File: src/rtl/traffic_pkg.sv
// Shared types and helpers for the intersection controller family.
package traffic_pkg;

   // Controller phases; 3 bits leaves room for future phases.
   typedef enum logic [2:0] {
      ST_ALL_RED    = 3'd0,
      ST_RED_YELLOW = 3'd1,
      ST_GREEN      = 3'd2,
      ST_YELLOW     = 3'd3,
      ST_FLASH      = 3'd4
   } state_e;

   // Bit positions inside a per-approach lamp vector.
   localparam int LAMP_RED    = 0;
   localparam int LAMP_YELLOW = 1;
   localparam int LAMP_GREEN  = 2;
   localparam int LAMP_W      = 3;

   // Next approach index in round-robin order, wrapping at n.
   function automatic int rr_next(input int idx, input int n);
      return (idx + 1 >= n) ? 0 : idx + 1;
   endfunction

endpackage

File: src/rtl/traffic_rr_arbiter.sv
// Combinational round-robin picker: first demanding approach after the
// current one, with the current one searched last.
module traffic_rr_arbiter
   import traffic_pkg::*;
#(
   parameter int N_DIR = 2,
   parameter int DW    = (N_DIR > 1) ? $clog2(N_DIR) : 1
) (
   input  logic [N_DIR-1:0] demand,
   input  logic [DW-1:0]    active_dir,
   output logic [DW-1:0]    next_dir,
   output logic             any_demand
);

   // Walk the ring starting one past active_dir; keep the first hit.
   always_comb begin
      int idx;
      next_dir   = active_dir;
      any_demand = 1'b0;
      idx        = int'(active_dir);
      for (int k = 0; k < N_DIR; k++) begin
         idx = rr_next(idx, N_DIR);
         if (!any_demand && demand[idx[DW-1:0]]) begin
            any_demand = 1'b1;
            next_dir   = idx[DW-1:0];
         end
      end
   end

endmodule

File: src/rtl/traffic_intersection_controller.sv
// N-approach intersection controller: one approach served at a time,
// all-red clearance, demand-driven round robin, rest-on-green,
// latched pedestrian requests with walk, and flashing-yellow night mode.
module traffic_intersection_controller
   import traffic_pkg::*;
#(
   parameter int N_DIR        = 2,
   parameter int ALL_RED_T    = 2,
   parameter int RED_YELLOW_T = 1,
   parameter int GREEN_T      = 4,
   parameter int YELLOW_T     = 2,
   parameter int PED_T        = 2,
   parameter int FLASH_T      = 3
) (
   input  logic                     clk,
   input  logic                     reset_n,
   input  logic [N_DIR-1:0]         car_req,
   input  logic [N_DIR-1:0]         ped_req,
   input  logic                     flash_mode,
   output logic [N_DIR-1:0]         red,
   output logic [N_DIR-1:0]         yellow,
   output logic [N_DIR-1:0]         green,
   output logic [N_DIR-1:0]         walk,
   output logic [$clog2(N_DIR)-1:0] active_dir
);

   localparam int DW    = $clog2(N_DIR);
   localparam int T_M1  = (ALL_RED_T > RED_YELLOW_T) ? ALL_RED_T : RED_YELLOW_T;
   localparam int T_M2  = (T_M1 > GREEN_T) ? T_M1 : GREEN_T;
   localparam int T_M3  = (T_M2 > YELLOW_T) ? T_M2 : YELLOW_T;
   localparam int T_MAX = (T_M3 > FLASH_T) ? T_M3 : FLASH_T;
   localparam int CW    = $clog2(T_MAX + 1);

   localparam logic [CW-1:0] ALL_RED_C    = CW'(ALL_RED_T);
   localparam logic [CW-1:0] RED_YELLOW_C = CW'(RED_YELLOW_T);
   localparam logic [CW-1:0] GREEN_C      = CW'(GREEN_T);
   localparam logic [CW-1:0] YELLOW_C     = CW'(YELLOW_T);
   localparam logic [CW-1:0] FLASH_C      = CW'(FLASH_T);
   // Walk is lit while the green counter is still above this value.
   localparam logic [CW-1:0] WALK_END_C   = CW'(GREEN_T - PED_T);
   localparam logic [DW-1:0] LAST_DIR     = DW'(N_DIR - 1);

   generate
      if (N_DIR < 2 || N_DIR > 8) begin : g_bad_ndir
         $error("traffic_intersection_controller: N_DIR must be in 2..8");
      end
      if (ALL_RED_T < 1 || RED_YELLOW_T < 1 || GREEN_T < 1 || YELLOW_T < 1 ||
          PED_T < 1 || FLASH_T < 1) begin : g_bad_time
         $error("traffic_intersection_controller: all durations must be >= 1");
      end
      if (PED_T > GREEN_T) begin : g_bad_ped
         $error("traffic_intersection_controller: PED_T must not exceed GREEN_T");
      end
   endgenerate

   state_e           state_q, state_d;
   logic [CW-1:0]    cnt_q, cnt_d;
   logic [DW-1:0]    dir_q, dir_d;
   logic [N_DIR-1:0] ped_pend_q, ped_pend_d;
   logic             walk_q, walk_d;
   logic             flash_on_q, flash_on_d;

   logic [N_DIR-1:0] demand;
   logic [N_DIR-1:0] dir_onehot;
   logic             other_demand;
   logic             expire;
   logic             walk_on;
   logic [DW-1:0]    next_dir;
   logic             any_demand;

   assign demand       = car_req | ped_pend_q;
   assign dir_onehot   = {{(N_DIR-1){1'b0}}, 1'b1} << dir_q;
   assign other_demand = |(demand & ~dir_onehot);
   assign expire       = (cnt_q == CW'(1));
   assign walk_on      = walk_q && (state_q == ST_GREEN) && (cnt_q > WALK_END_C);
   assign active_dir   = dir_q;

   traffic_rr_arbiter #(
      .N_DIR (N_DIR),
      .DW    (DW)
   ) u_arb (
      .demand     (demand),
      .active_dir (dir_q),
      .next_dir   (next_dir),
      .any_demand (any_demand)
   );

   // Next-state, timer reload and pedestrian latch logic.
   always_comb begin
      state_d    = state_q;
      cnt_d      = cnt_q - CW'(1);
      dir_d      = dir_q;
      walk_d     = walk_q;
      flash_on_d = flash_on_q;
      // Presses are ignored on an approach whose walk lamp is already lit.
      ped_pend_d = ped_pend_q | (ped_req & ~walk);
      case (state_q)
         ST_ALL_RED: begin
            if (expire) begin
               if (flash_mode) begin
                  state_d    = ST_FLASH;
                  cnt_d      = FLASH_C;
                  flash_on_d = 1'b1;
               end else if (any_demand) begin
                  state_d = ST_RED_YELLOW;
                  cnt_d   = RED_YELLOW_C;
                  dir_d   = next_dir;
               end else begin
                  cnt_d = ALL_RED_C;
               end
            end
         end
         ST_RED_YELLOW: begin
            if (expire) begin
               state_d           = ST_GREEN;
               cnt_d             = GREEN_C;
               // Walk only if a request was already latched; entry consumes it.
               walk_d            = ped_pend_q[dir_q];
               ped_pend_d[dir_q] = 1'b0;
            end
         end
         ST_GREEN: begin
            if (expire) begin
               walk_d = 1'b0;
               if (flash_mode || other_demand) begin
                  state_d = ST_YELLOW;
                  cnt_d   = YELLOW_C;
               end else begin
                  cnt_d = GREEN_C;
               end
            end
         end
         ST_YELLOW: begin
            if (expire) begin
               state_d = ST_ALL_RED;
               cnt_d   = ALL_RED_C;
            end
         end
         ST_FLASH: begin
            if (!flash_mode) begin
               // Leave via all-red with approach 0 next in line.
               state_d    = ST_ALL_RED;
               cnt_d      = ALL_RED_C;
               dir_d      = LAST_DIR;
               flash_on_d = 1'b0;
            end else if (expire) begin
               cnt_d      = FLASH_C;
               flash_on_d = ~flash_on_q;
            end
         end
         default: begin
            state_d = ST_ALL_RED;
            cnt_d   = ALL_RED_C;
         end
      endcase
   end

   // State, timer, grant and pedestrian registers with synchronous reset.
   always_ff @(posedge clk) begin
      if (!reset_n) begin
         state_q    <= ST_ALL_RED;
         cnt_q      <= ALL_RED_C;
         dir_q      <= LAST_DIR;
         ped_pend_q <= '0;
         walk_q     <= 1'b0;
         flash_on_q <= 1'b0;
      end else begin
         state_q    <= state_d;
         cnt_q      <= cnt_d;
         dir_q      <= dir_d;
         ped_pend_q <= ped_pend_d;
         walk_q     <= walk_d;
         flash_on_q <= flash_on_d;
      end
   end

   generate
      for (genvar gi = 0; gi < N_DIR; gi++) begin : g_lamp
         logic [LAMP_W-1:0] lamp;
         logic              is_active;

         assign is_active = (dir_q == DW'(gi));

         // Moore lamp decode for this approach.
         always_comb begin
            lamp           = '0;
            lamp[LAMP_RED] = 1'b1;
            if (state_q == ST_FLASH) begin
               lamp              = '0;
               lamp[LAMP_YELLOW] = flash_on_q;
            end else if (is_active) begin
               case (state_q)
                  ST_RED_YELLOW: begin
                     lamp[LAMP_RED]    = 1'b1;
                     lamp[LAMP_YELLOW] = 1'b1;
                  end
                  ST_GREEN: begin
                     lamp             = '0;
                     lamp[LAMP_GREEN] = 1'b1;
                  end
                  ST_YELLOW: begin
                     lamp              = '0;
                     lamp[LAMP_YELLOW] = 1'b1;
                  end
                  default: lamp[LAMP_RED] = 1'b1;
               endcase
            end
         end

         assign red[gi]    = lamp[LAMP_RED];
         assign yellow[gi] = lamp[LAMP_YELLOW];
         assign green[gi]  = lamp[LAMP_GREEN];
         assign walk[gi]   = walk_on && is_active;
      end
   endgenerate

endmodule
File: config.mk
export PLATFORM = sky130hd
export DESIGN_NAME = traffic_intersection_controller
export DESIGN_NICKNAME = d
export VERILOG_FILES = /design/src/rtl/traffic_pkg.sv /design/src/rtl/traffic_rr_arbiter.sv /design/src/rtl/traffic_intersection_controller.sv
export SDC_FILE = /design/constraint.sdc
export NUM_CORES = 1
export LEC_CHECK = 0
export BUFFER_PORTS_ARGS = -buffer_cell sky130_fd_sc_hd__clkbuf_2
export CORE_MARGIN = 2
export CORE_UTILIZATION = 49
export DETAILED_ROUTE_END_ITERATION = 8
export PLACE_DENSITY = 0.74
export SYNTH_ARGS = -nofsm -noshare
export SYNTH_HDL_FRONTEND = slang
export SYNTH_SLANG_ARGS = --single-unit
File: constraint.sdc
create_clock -name clk -period 1.5 [get_ports clk]
set_input_delay 0.225 -clock clk [delete_from_list [all_inputs] [get_ports clk]]
set_output_delay 0.225 -clock clk [all_outputs]
set_load 0.02 [all_outputs]
* Yosys cells after proc, flatten, opt, wreduce, memory -nomap -nowiden *
Index checks and enable logic that the tools add are counted.

storage, ports and cells
  register bits after elaboration = 11
  output and inout port bits = 9
  logic and storage cells = 117

operators by class
  add/sub/neg operators = 3
  magnitude comparators = 7
  eq/ne operators = 17
  shifts and indexed selects = 1
  mux-type cells = 55
  bitwise gates (word level) = 10
  reduce and logical (&&, ||, !) cells = 18

operator list
  operator                                                                              count
  3-bit 2-to-1 mux                                                                      19
  32-bit by 2-bit adder with 32-bit output, second input constant                       1
  32-bit by 3-bit greater-or-equal comparator with 1-bit output, second input constant  1
  32-bit 2-to-1 mux                                                                     1
  3-bit case mux with 5 select lines                                                    2
  1-bit 2-to-1 mux                                                                      25
  2-bit inequality test, second input constant                                          8
  2-bit 2-to-1 mux                                                                      4
  7-bit AND reduction                                                                   1
  2-bit AND                                                                             3
  3-bit by 1-bit == test with 1-bit output, second input constant                       2
  3-bit by 2-bit == test with 1-bit output, second input constant                       2
  1-bit logical AND                                                                     6
  1-bit by 2-bit less-than comparator with 1-bit output, second input constant          3
  3-bit inequality test, second input constant                                          2
  2-bit inverter                                                                        3
  1-bit case mux with 2 select lines                                                    3
  6-bit AND reduction                                                                   1
  2-bit OR reduction                                                                    3
  2-bit bitwise OR                                                                      2
  4-bit AND reduction                                                                   1
  2-bit nonzero test                                                                    2
  3-bit == test, second input constant                                                  1
  3-bit by 2-bit greater-than comparator with 1-bit output, second input constant       1
  13 further kinds                                                                      14

* Depth between registers and ports, before layout *
Gate-level depths: netlist of run 1.

  word-level depth = 14
  gate-level depth with buffers = 7

* By module *
From an unflattened synthesis of run 1, not the netlist that was laid out.

second synthesis, totals
  cells, all modules = 111
  area, all modules = 887.1 um^2

modules (own cells, without submodules)
  module                           instances  cells an instance  area each (um^2)  sequential area each (um^2)
  traffic_intersection_controller  1          108                872.1             220.2
  traffic_rr_arbiter               1          3                  15.0              0.0

* Worst setup path before layout of run 1 *
OpenSTA, ideal clock, no wires.

  kind = register to output
  from = register dir_q, in the netlist active_dir
  to = output green[1]
  arrival time = 1401 ps
  data required time = 1275 ps
  path slack = -126 ps
  stages on the path, launching flop included = 4
  cell sequence = dfxtp_1 > clkbuf_1 > inv_1 > nor3_1

on the way
  longest elaborated chain between the ends = 2

RTL lines
  what                    line                                    source
  from (decl)             traffic_intersection_controller.sv:58   logic [DW-1:0] dir_q, dir_d;
  from (signal assigned)  traffic_intersection_controller.sv:170  dir_q <= dir_d;
  3-bit 2-to-1 mux        traffic_intersection_controller.sv:191  end else if (is_active) begin
  3-bit 2-to-1 mux        traffic_intersection_controller.sv:188  if (state_q == ST_FLASH) begin
  to (decl)               traffic_intersection_controller.sv:22   output logic [N_DIR-1:0] green,

Every way passes these cells.

* Worst setup path in the final report of run 1 *
  from = register cnt_q[1]
  to = output walk[0]

on the way
  longest elaborated chain between the ends = 3

RTL lines
  what                                                      line                                    source
  from (decl)                                               traffic_intersection_controller.sv:57   logic [CW-1:0] cnt_q, cnt_d;
  from (signal assigned)                                    traffic_intersection_controller.sv:169  cnt_q <= cnt_d;
  3-bit by 2-bit greater-than comparator with 1-bit output  traffic_intersection_controller.sv:75   assign walk_on = walk_q && (state_q == ST_GREEN) && (cnt_q > WALK_END_C);
  1-bit logical AND                                         traffic_intersection_controller.sv:75
  1-bit logical AND                                         traffic_intersection_controller.sv:213  assign walk[gi] = walk_on && is_active;
  to (decl)                                                 traffic_intersection_controller.sv:23   output logic [N_DIR-1:0] walk,

Every way passes these cells.

==> results of run 1 <==
-- worst min path at each step --
| stage | endpoint | slack, ns | cells past startpoint |
|---|---|---|---|
| floorplan | active_dir$_SDFFE_PN1P_ | 0.29 | 1 |
| global placement | flash_on_q$_SDFFE_PN0P_ | 0.48 | 2 |
| detailed placement | ped_pend_q[1]$_SDFF_PN0_ | 0.50 | 3 |
| CTS | ped_pend_q[1]$_SDFF_PN0_ | 0.20 | 3 |
| global route | active_dir$_SDFFE_PN1P_ | 0.22 | 2 |
| finish | ped_pend_q[1]$_SDFF_PN0_ | 0.23 | 3 |
-- critical path, delay by kind of cell, from the launching register on --
| family | cells | cell delay, ns |
|---|---|---|
| compound gates | 1 | 0.14 |
| flops | 1 | 0.33 |
| fa+ha+maj | 1 | 0.15 |
| buf+inv | 2 | 0.26 |
| simple gates | 2 | 0.25 |
-- per-layer routing --
layer / up-vias / global-route usage / share of wire
li1: 515 / - / -
met1: 514 / 0.401 / 0.40
met2: 62 / 0.496 / 0.49
met3: 14 / 0.0731 / 0.076
met4: 0 / 0.122 / 0.033
met5: - / 0 / 0
-- flip-flops by register name (all words and copies together) (netlist names) --
signal / cells
flash_on_q: 1
cnt_q: 3
state_q: 3
active_dir: 1
ped_pend_q: 2
walk_q: 1
-- cell type report --
type	instances	area (um^2)	share of cell area
clock inverters	1	5.00	0.00342
multi-input cells	90	747	0.511
inverters	6	26.3	0.0180
clock buffers	3	22.5	0.0154
repair buffers	48	393	0.269
flip-flops and latches	11	236	0.162
well taps	25	31.3	0.0214
-- kinds of logic (layout without fill, tap and decap cells) --
logic type	after synthesis	count (layout)	synth area share
buf+inv	15	58	0.0725
compound gates	46	46	0.354
xor+xnor	2	2	0.0195
simple gates	38	38	0.255
fa+ha+maj	3	3	0.0418
flops	11	11	0.245
mux	1	1	0.0112
-- power groups by stage --
stage | sequential, W | clock, W | combinational (W)
final | 0.000394 | 0.000230 | 0.000759
after global routing | 0.000399 | 0.000246 | 0.000804
after CTS | 0.000386 | 0.000228 | 0.000615
after detailed placement | 0.000383 | 0 | 0.000480
after global placement | 0.000381 | 0 | 0.000466
after floorplan | 0.000370 | 0 | 0.000337
-- stage by stage --
step / instances / instance area, um^2
after floorplan: 116 / 898
after global placement: 164 / 1090
after detailed placement: 164 / 1090
after CTS: 181 / 1330
after global routing: 184 / 1460
final: 184 / 1460
-- placed cells by master (no fill, tap or decap), types with 4 or more instances in the layout --
cell                       Yosys  final
sky130_fd_sc_hd__buf_4         1     27
sky130_fd_sc_hd__a21oi_1      11      8
sky130_fd_sc_hd__dfxtp_1      11      4
sky130_fd_sc_hd__clkbuf_2      0      7
sky130_fd_sc_hd__dfxtp_2       0      4
sky130_fd_sc_hd__buf_6         0     12
sky130_fd_sc_hd__nor2_1        7      6
sky130_fd_sc_hd__inv_1         6      4
sky130_fd_sc_hd__o21ai_0      13      8
-- repair_timing --
item / 4_1_cts / 5_1_grt
hold buffers: 0 / 0
pin swaps: 7 / 11
gates resized for setup: 41 / 38
endpoints found under the hold margin: 0 / 0
setup endpoints to repair: 10 / 16
buffers inserted: 13 / 5
==> impl_metrics.toml, run 1 <==
[outcome]
status = "complete, but fails checks"
failing_checks = "negative setup slack"

[power_and_ir_drop]
seqPwrFrac = 0.285
power.ir.vdd_worst_mv = 0.817
total_power_w = 0.00138
p_int_w = 0.000824
power_frac_comb = 0.549
power.static_leakage_nw = 0.612
switchingPower_w = 0.000560
p_per_area_nw_per_um2 = 947
swShare = 0.404
power_frac_clock = 0.166

[route]
routed-via-count = 1105
avgViaCountPerCell = 6.01
drt-wirelength-per-cell_um = 18.7
drt-pass1-iter-count = 4
drc = 0
detail-route-antenna-nets = 0
final_wirelength_um = 3430
drt_iter0_drc = 25

[logic_synthesis]
seq_area_frac_synth = 0.245
netlist-cell-type-count = 42
post_synth.cell_area_avg_um2 = 7.73
synth_common_cells = "13 x sky130_fd_sc_hd__o21ai_0, 11 x sky130_fd_sc_hd__a21oi_1, 11 x sky130_fd_sc_hd__dfxtp_1, 7 x sky130_fd_sc_hd__nor2_1, 6 x sky130_fd_sc_hd__inv_1"
mappedNetlistArea_um2 = 897
ys_seq_elements = 11
synthesis.instances = 116
synth_edf_count = 0
yosys.area.top_type = "sky130_fd_sc_hd__dfxtp_1"
commonest_register_cell_after_synthesis = "sky130_fd_sc_hd__dfxtp_1"
synth.top_cells.by_area = "sky130_fd_sc_hd__dfxtp_1 25%, sky130_fd_sc_hd__o21ai_0 7.3%, sky130_fd_sc_hd__a21oi_1 6.1%"
synthMostInstantiatedCell = "sky130_fd_sc_hd__o21ai_0"
synth_async_sr_flop_share = 0
post-synth-top-area-fraction = 0.245
syn_nets = 126
yosys_warnings = 0

[finish]
diodes = 0
fillerInstances = 109
layout.core_utilization = 0.846
drive_gt1_frac = 0.579
final_net_count = 170
area_delta_synth_final_pct = 62.9

[setup_path]
endpoint_kind = "primary output"
worstSetupStartpointType = "flop"
critical_path_peak_fanout = 3
timing.reg2reg.worst_path_depth = 6
arrival_ns = 1.43
max_stage_delay_on_crit_path_ns = 0.33
timing.critical_path.required_ns = 1.27
crit_chain = "buf_6 -> ha_4 -> nor2b_4 -> o211ai_1 -> nor2_1 -> buf_4"
timing.setup.critical_path_class = "reg2out"
slowest_stage = "sky130_fd_sc_hd__dfxtp_2"
crit_path_end = "walk[0]"
worstSetupStartpoint = "cnt_q[1]$_SDFF_PN1_"
r2r-end = "state_q[0]$_SDFFE_PN0P_"
worst-r2r-setup-slack_ns = -0.06
r2r_start = "cnt_q[1]$_SDFF_PN1_"

[clock_network]
clock_tree_from_tritoncts = "built"
clock_sink_count = 11
path_clk_slew_ns = 0.08
clockRootBuffer = "sky130_fd_sc_hd__clkbuf_4"
clkLatencyLatePin_ns = 0.29
cts_max_level = 1
cts-root-to-sink-buffers = 2
cts_made_buffers = 3

[min_path]
timing.hold.worst.class = "in2reg"
timing.hold.worst.start = "ped_req[1]"

[sta]
postLayoutSetupSlackWorst_ns = -0.153
period_minus_slack_ns = 1.65
report.final.slew_viol_count = 0
hold_violations = 0
setup-violations-final = 8
finalClockSkew_ns = 0.00652
fmax_mhz = 605
slew_headroom = 0.799
worst_pin_slew_ns = 0.301
whs_ns = 0.231
grt_setup_unrepaired = "yes"
finalSetupTns_ns = -0.732
period_share = 1.10

[floorplanning]
fp-row-count = 15
die_h_um = 46.8
die_width_um = 46.8
core_region_area_um2 = 1730
start_util = 0.520
io_pins = 16
die_area_um2 = 2190

[global_routing]
grt_max_degree = 14
globalRoute.totalOverflow = 0
globalRouteTotalUtil = 0.309
antenna_found_initial = 0
first_global_vias = 1037
wire_length_of_the_first_global_routing_pass_um = 4740

[place]
placed_wire_length_estimate_um = 1850
placement.setup.worst_slack_ns = -0.0747
io_buffers = 15
gp_congestion = 0.901

[run]
max_cap_viol_count = 0
Power figures use the tool's default switching activity.
==> run 2, diff against run 1 <==
==> constraint.sdc (replaced) <==
create_clock -name clk -period 1.4 [get_ports clk]
set_input_delay 0.21 -clock clk [delete_from_list [all_inputs] [get_ports clk]]
set_output_delay 0.21 -clock clk [all_outputs]
set_load 0.02 [all_outputs]
==> run 2 against run 1 <==
  * The run still ends with negative setup slack left
  * Cell count is 3.8% higher
  * Clock-buffer cell count is 1 higher
  * Global-route usage is 1.9 points higher
  * Clock skew is 0.0076 ns higher
  * Die area stayed put
  * Register-to-register slack worse by 0.11 ns
  * Core utilization is 3.3 points higher
  * Sequential power is 9.4% higher
  * Total power is 11% higher
==> impl_metrics.toml, run 2 (same netlist as run 1, synthesis figures left out) <==
[setup_path]
worst_path_dominant_cell_family = "flip-flops"
crit_chain = "or3b_4 -> a21boi_1 -> buf_4"
r2r-end = "state_q[2]$_SDFFE_PN0P_"
timing.setup.critical_path_class = "reg2out"
arrival_ns = 1.42
worst-r2r-setup-slack_ns = -0.17
timing.reg2reg.worst_path_depth = 4
worstSetupStartpointType = "flop"
critical_path_peak_fanout = 6
slowest_stage = "sky130_fd_sc_hd__dfxtp_4"
timing.critical_path.required_ns = 1.19
endpoint_kind = "primary output"
cp_num_buf_inv = 1
r2r_start = "ped_pend_q[0]$_SDFF_PN0_"
max_stage_delay_on_crit_path_ns = 0.41

[power_and_ir_drop]
power.ir.vdd_worst_mv = 0.622
total_power_w = 0.00154
power.static_leakage_nw = 0.648
p_per_area_nw_per_um2 = 1010

[place]
placed_instances = 174
gp_congestion = 0.949
placed_wire_length_estimate_um = 2020
io_buffers = 15

[finish]
layout.core_utilization = 0.880
layout.cells.most_common = "sky130_fd_sc_hd__buf_4"
most_used_cells_in_the_layout_excluding_fill_and_tap_cells = "34 x sky130_fd_sc_hd__buf_4, 10 x sky130_fd_sc_hd__buf_6, 9 x sky130_fd_sc_hd__a21oi_1"
finish.cell_count_without_fillers = 191
diodes = 0
final_net_count = 177
drive_gt1_frac = 0.560
registers_with_the_highest_flip_flop_counts = "cnt_q: 3 flops, state_q: 3 flops, ped_pend_q: 2 flops"
area_delta_synth_final_pct = 69.3

[sta]
setup-violations-final = 16
period_share = 1.16
finalClockSkew_ns = 0.0141
fmax_mhz = 615
period_minus_slack_ns = 1.63
grt_setup_unrepaired = "yes"
postLayoutSetupSlackWorst_ns = -0.227
hold_violations = 0
slew_headroom = 0.744
worst_pin_slew_ns = 0.381
report.final.slew_viol_count = 0

[clock_network]
cts_max_level = 1
cts-root-to-sink-buffers = 2
clock_tree_from_tritoncts = "built"
clockRootBuffer = "sky130_fd_sc_hd__clkbuf_4"
cts_made_buffers = 3
clock_sink_count = 11
clkLatencyLatePin_ns = 0.30
path_clk_slew_ns = 0.09
postCtsHoldBufs = 0

[global_routing]
antenna_found_initial = 0
first_global_vias = 1101
grt_max_degree = 10
globalRouteTotalUtil = 0.328
wire_length_of_the_first_global_routing_pass_um = 4970
globalRoute.totalOverflow = 0

[outcome]
status = "complete, but fails checks"
failing_checks = "negative setup slack"

[floorplanning]
die_h_um = 46.8
start_util = 0.520
die_width_um = 46.8
fp-row-count = 15
die_area_um2 = 2190
core_region_area_um2 = 1730
io_pins = 16

[route]
drt-wirelength-per-cell_um = 18.4
drt-pass1-iter-count = 4
final_wirelength_um = 3520
avgViaCountPerCell = 6.00
detail-route-antenna-nets = 0
routed-via-count = 1146
drc = 0
drt_iter0_drc = 57

[run]
max_cap_viol_count = 0

[min_path]
timing.hold.worst.start = "ped_req[1]"
min_to = "ped_pend_q[1]$_SDFF_PN0_"
timing.hold.worst_path_depth = 3
timing.hold.worst.class = "in2reg"
run 2: per-stage QoR:
step	TNS [ns]	worst slack [ns]	instance area, um^2	hold WS [ns]
floorplan	-0.109	-0.0415	923	0.275
global placement	-0.314	-0.0989	1180	0.470
detailed placement	-0.519	-0.121	1180	0.487
CTS	-1.49	-0.250	1430	0.183
global route	-2.29	-0.251	1520	0.211
finish	-1.60	-0.227	1520	0.197
run 2: worst max-delay path by stage:
stage	start	end	slack, ns	cells past startpoint
after floorplan	ped_pend_q[0]$_SDFF_PN0_	state_q[2]$_SDFFE_PN0P_	-0.04	4
after global placement	car_req[1]	state_q[2]$_SDFFE_PN0P_	-0.1	5
after detailed placement	car_req[1]	state_q[2]$_SDFFE_PN0P_	-0.12	5
after CTS	cnt_q[1]$_SDFF_PN1_	walk[1]	-0.25	6
after global routing	cnt_q[0]$_SDFF_PN0_	walk[0]	-0.25	6
final	state_q[2]$_SDFFE_PN0P_	red[0]	-0.23	3
run 2: report_power, final:
part	leakage, nW	switching [W]	internal, W
combinational	0.540	0.000410	0.000446
clock	0.0150	0.000139	0.000111
sequential	0.0931	0.0000668	0.000364
total	0.648	0.000616	0.000921
run 2: repair_timing:
item	in CTS	in global routing
pin swaps	8	8
resized for setup	48	20
setup buffers	8	5
setup endpoints to repair	15	18
run 2: layout make-up:
| type | instances | area, um^2 |
|---|---|---|
| well taps | 25 | 31.3 |
| fillers | 92 | 208 |
| repair buffers | 55 | 444 |
| multi-input cells | 90 | 753 |
| flip-flops and latches | 11 | 241 |
| inverters | 6 | 22.5 |
| clock buffers | 4 | 26.3 |
run 2: worst reg2reg max path, cell delays in order, from the launching register on:
cell and delay (ns):
sky130_fd_sc_hd__dfxtp_4 0.38, sky130_fd_sc_hd__or4_4 0.54, sky130_fd_sc_hd__o31ai_4 0.20, sky130_fd_sc_hd__a211oi_1 0.11, sky130_fd_sc_hd__o2111a_1 0.24
run 2: layer usage:
metal  share of wire  GRT usage  vias to the layer above  routed length [um]
met5               0          0                        -                   0
met4           0.052      0.167                        0                 182
met3           0.064     0.0731                       22                 226
met2            0.51      0.562                       54                1800
met1            0.37      0.382                      545                1310
li1                -          -                      525                   -
==> run 3, diff against run 2 <==
--- a/config.mk
+++ b/config.mk
@@ -5,11 +5,13 @@
 export SDC_FILE = /design/constraint.sdc
 export NUM_CORES = 1
 export LEC_CHECK = 0
+export ABC_AREA = 1
 export BUFFER_PORTS_ARGS = -buffer_cell sky130_fd_sc_hd__clkbuf_2
 export CORE_MARGIN = 2
-export CORE_UTILIZATION = 49
+export CORE_UTILIZATION = 47
 export DETAILED_ROUTE_END_ITERATION = 8
-export PLACE_DENSITY = 0.74
+export PLACE_DENSITY = 0.73
+export REMOVE_ABC_BUFFERS = 1
 export SYNTH_ARGS = -nofsm -noshare
 export SYNTH_HDL_FRONTEND = slang
 export SYNTH_SLANG_ARGS = --single-unit
==> run 3 against run 2 <==
  * The flow finishes with violations (design-rule violations, negative setup slack)
  * Combinational power is 100% higher
  * Clock power is 4% lower
  * Non-clock buffer count is 15 lower
  * First-iteration DRC count is 25% lower
  * Worst setup slack better by 0.092 ns
  * Total power is 61% higher
  * Register-to-register slack better by 0.18 ns
  * Fmax is 6.0% higher
  * Cell count is 3.1% higher
  * Critical path type unchanged
  * Largest power group unchanged
  * Highest routed layer unchanged
==> impl_metrics.toml, run 3 <==
[clock_network]
cts_max_level = 1
clockRootBuffer = "sky130_fd_sc_hd__clkbuf_4"
clkLatencyLatePin_ns = 0.27
clock_sink_count = 11
cts_made_buffers = 3
cts-root-to-sink-buffers = 2
clock_tree_from_tritoncts = "built"
path_clk_slew_ns = 0.09
postCtsHoldBufs = 0

[finish]
final_net_count = 192
area_delta_synth_final_pct = 74.3
diodes = 0
fillerInstances = 81
layout.core_utilization = 0.894
drive_gt1_frac = 0.558
layout.cells.most_common = "sky130_fd_sc_hd__nand2_1"
most_used_cells_in_the_layout_excluding_fill_and_tap_cells = "25 x sky130_fd_sc_hd__nand2_1, 19 x sky130_fd_sc_hd__buf_4, 13 x sky130_fd_sc_hd__inv_1"
finish.cell_count_without_fillers = 197
registers_with_the_highest_flip_flop_counts = "cnt_q: 3 flops, state_q: 3 flops, ped_pend_q: 2 flops"

[global_routing]
globalRouteTotalUtil = 0.256
grt_max_degree = 9
top_usage_layer = "met2"
grt_use_met2 = 0.457
wire_length_of_the_first_global_routing_pass_um = 3860
gr-usage-met1 = 0.318
gr-usage-met3 = 0.0360
first_global_vias = 965
globalRoute.totalOverflow = 0
antenna_found_initial = 0

[logic_synthesis]
ys_seq_elements = 11
synth.top_cells.by_area = "sky130_fd_sc_hd__dfxtp_1 28%, sky130_fd_sc_hd__nand2_1 18%, sky130_fd_sc_hd__inv_1 9.9%"
synth_edf_count = 0
yosys.area_share.adder = 0.0469
synthMostInstantiatedCell = "sky130_fd_sc_hd__nand2_1"
seq_area_frac_synth = 0.275
netlist-cell-type-count = 15
yosys.area_share.xor_xnor = 0
synthesis.instances = 138
commonest_register_cell_after_synthesis = "sky130_fd_sc_hd__dfxtp_1"
fraction_of_the_mapped_netlist_area_in_simple_logic_gates = 0.366
mappedNetlistArea_um2 = 800
post-synth-top-area-fraction = 0.275
synth_compound_gate_area_share = 0.197
yosys_warnings = 0
synth_common_cells = "38 x sky130_fd_sc_hd__nand2_1, 21 x sky130_fd_sc_hd__inv_1, 15 x sky130_fd_sc_hd__a21oi_1, 15 x sky130_fd_sc_hd__nor2_1, 14 x sky130_fd_sc_hd__nand3_1"
yosys.area.top_type = "sky130_fd_sc_hd__dfxtp_1"
combinational_family_with_the_most_area_after_synthesis = "simple AND/OR/NAND/NOR gates"
post_synth.cell_area_avg_um2 = 5.79
synth_async_sr_flop_share = 0
fraction_of_synthesized_area_in_multiplexers = 0

[power_and_ir_drop]
seqPwrFrac = 0.213
p_int_w = 0.00128
power.static_leakage_nw = 0.673
swShare = 0.484
power_frac_comb = 0.690
p_per_area_nw_per_um2 = 1780
switchingPower_w = 0.00120
power.ir.vdd_worst_mv = 1.17
power_frac_clock = 0.097

[place]
placed_instances = 178
placed_wire_length_estimate_um = 1720
gp_congestion = 0.912
io_buffers = 15

[sta]
worst_pin_slew_ns = 0.233
period_share = 1.10
hold_violations = 0
setup-violations-final = 8
slew_headroom = 0.843
report.final.slew_viol_count = 0
whs_ns = 0.172
grt_setup_unrepaired = "yes"
finalSetupTns_ns = -0.763
postLayoutSetupSlackWorst_ns = -0.135
finalClockSkew_ns = 0.00572
period_minus_slack_ns = 1.54
fmax_mhz = 651

[route]
avgViaCountPerCell = 5.58
drt-wirelength-per-cell_um = 14.4
final_wirelength_um = 2840
detail-route-antenna-nets = 0
drt-pass1-iter-count = 6
drt_iter0_drc = 43
routed-via-count = 1100
drc = 2

[outcome]
status = "complete, but fails checks"
failing_checks = "design-rule violations, negative setup slack"

[setup_path]
worst-r2r-setup-slack_ns = 0.01
timing.critical_path.required_ns = 1.19
arrival_ns = 1.33
timing.setup.critical_path_class = "reg2out"
worstSetupStartpointType = "flop"
endpoint_kind = "primary output"
critical_path_peak_fanout = 5

[floorplanning]
io_pins = 16
core_region_area_um2 = 1560
start_util = 0.513
fp-row-count = 14
die_width_um = 45.2
die_area_um2 = 2050
die_h_um = 45.2

[run]
max_cap_viol_count = 0

[min_path]
timing.hold.worst.class = "in2reg"
run 3: changes by cell type in the layout (fill, tap and decap cells not counted), sizes merged, moves of 3 or more:
cell    delta
nand2     +35
nand3     +13
nor2b      -4
a21boi     -4
nand2b     -4
o31ai      -3
inv       +17
nor2      +10
nor3       -5
a21oi      +4
buf       -14
run 3: cell type report:
cell class,count,area (um^2),area share
tap,16,20.0,0.0144
timing repair buffer,40,348,0.250
clock buffer,4,26.3,0.0189
sequential,11,230,0.165
multi-input combinational,103,678,0.487
inverter,23,91.3,0.0655
run 3: kinds of logic after synthesis:
kind of cell	count (synthesis)
compound gates	30
fa+ha+maj	3
buf+inv	24
flops	11
simple gates	70
run 3: final timing paths:
check,from,endpoint,cells past startpoint
setup / recovery,state_q[0]$_SDFFE_PN0P_,walk[0],8
setup reg to reg,state_q[0]$_SDFFE_PN0P_,active_dir$_SDFFE_PN1P_,10
hold / removal,ped_req[0],ped_pend_q[0]$_SDFF_PN0_,3
hold reg to reg,walk_q$_SDFFE_PN0P_,walk_q$_SDFFE_PN0P_,2
run 3: timing repair:
action	CTS	global route
buffers inserted	13	3
pin swaps	8	15
resized for setup	41	59
endpoints found under the setup margin	9	18
run 3: stage by stage:
stage / cell area (um^2) / setup WS (ns) / power, W
after floorplan: 795 / -0.126 / 0.00119
after global placement: 965 / 0.0164 / 0.00151
after detailed placement: 965 / -0.00513 / 0.00153
after CTS: 1220 / -0.128 / 0.00209
after global routing: 1390 / -0.207 / 0.00266
final: 1390 / -0.135 / 0.00248
run 3: power groups by stage:
stage	sequential, W	combinational [W]	clock [W]
global route	0.000541	0.00187	0.000249
global placement	0.000473	0.00104	0
finish	0.000529	0.00171	0.000240
detailed placement	0.000476	0.00105	0
CTS	0.000500	0.00136	0.000236
floorplan	0.000499	0.000693	0
run 3: worst max-delay path: stages, from the launching register on:
cell	delay (ns)
sky130_fd_sc_hd__dfxtp_2	0.35
sky130_fd_sc_hd__inv_2	0.07
sky130_fd_sc_hd__nand2_4	0.06
sky130_fd_sc_hd__nor2_4	0.12
sky130_fd_sc_hd__inv_4	0.08
sky130_fd_sc_hd__nor2_4	0.10
sky130_fd_sc_hd__nand2_1	0.08
sky130_fd_sc_hd__inv_1	0.07
sky130_fd_sc_hd__clkbuf_8	0.13
run 3: layer usage:
metal	up-vias	part of all wire	routed length, um
li1	533	-	-
met1	508	0.41	1150
met2	45	0.51	1440
met3	14	0.054	154
met4	0	0.034	96
met5	-	0	0
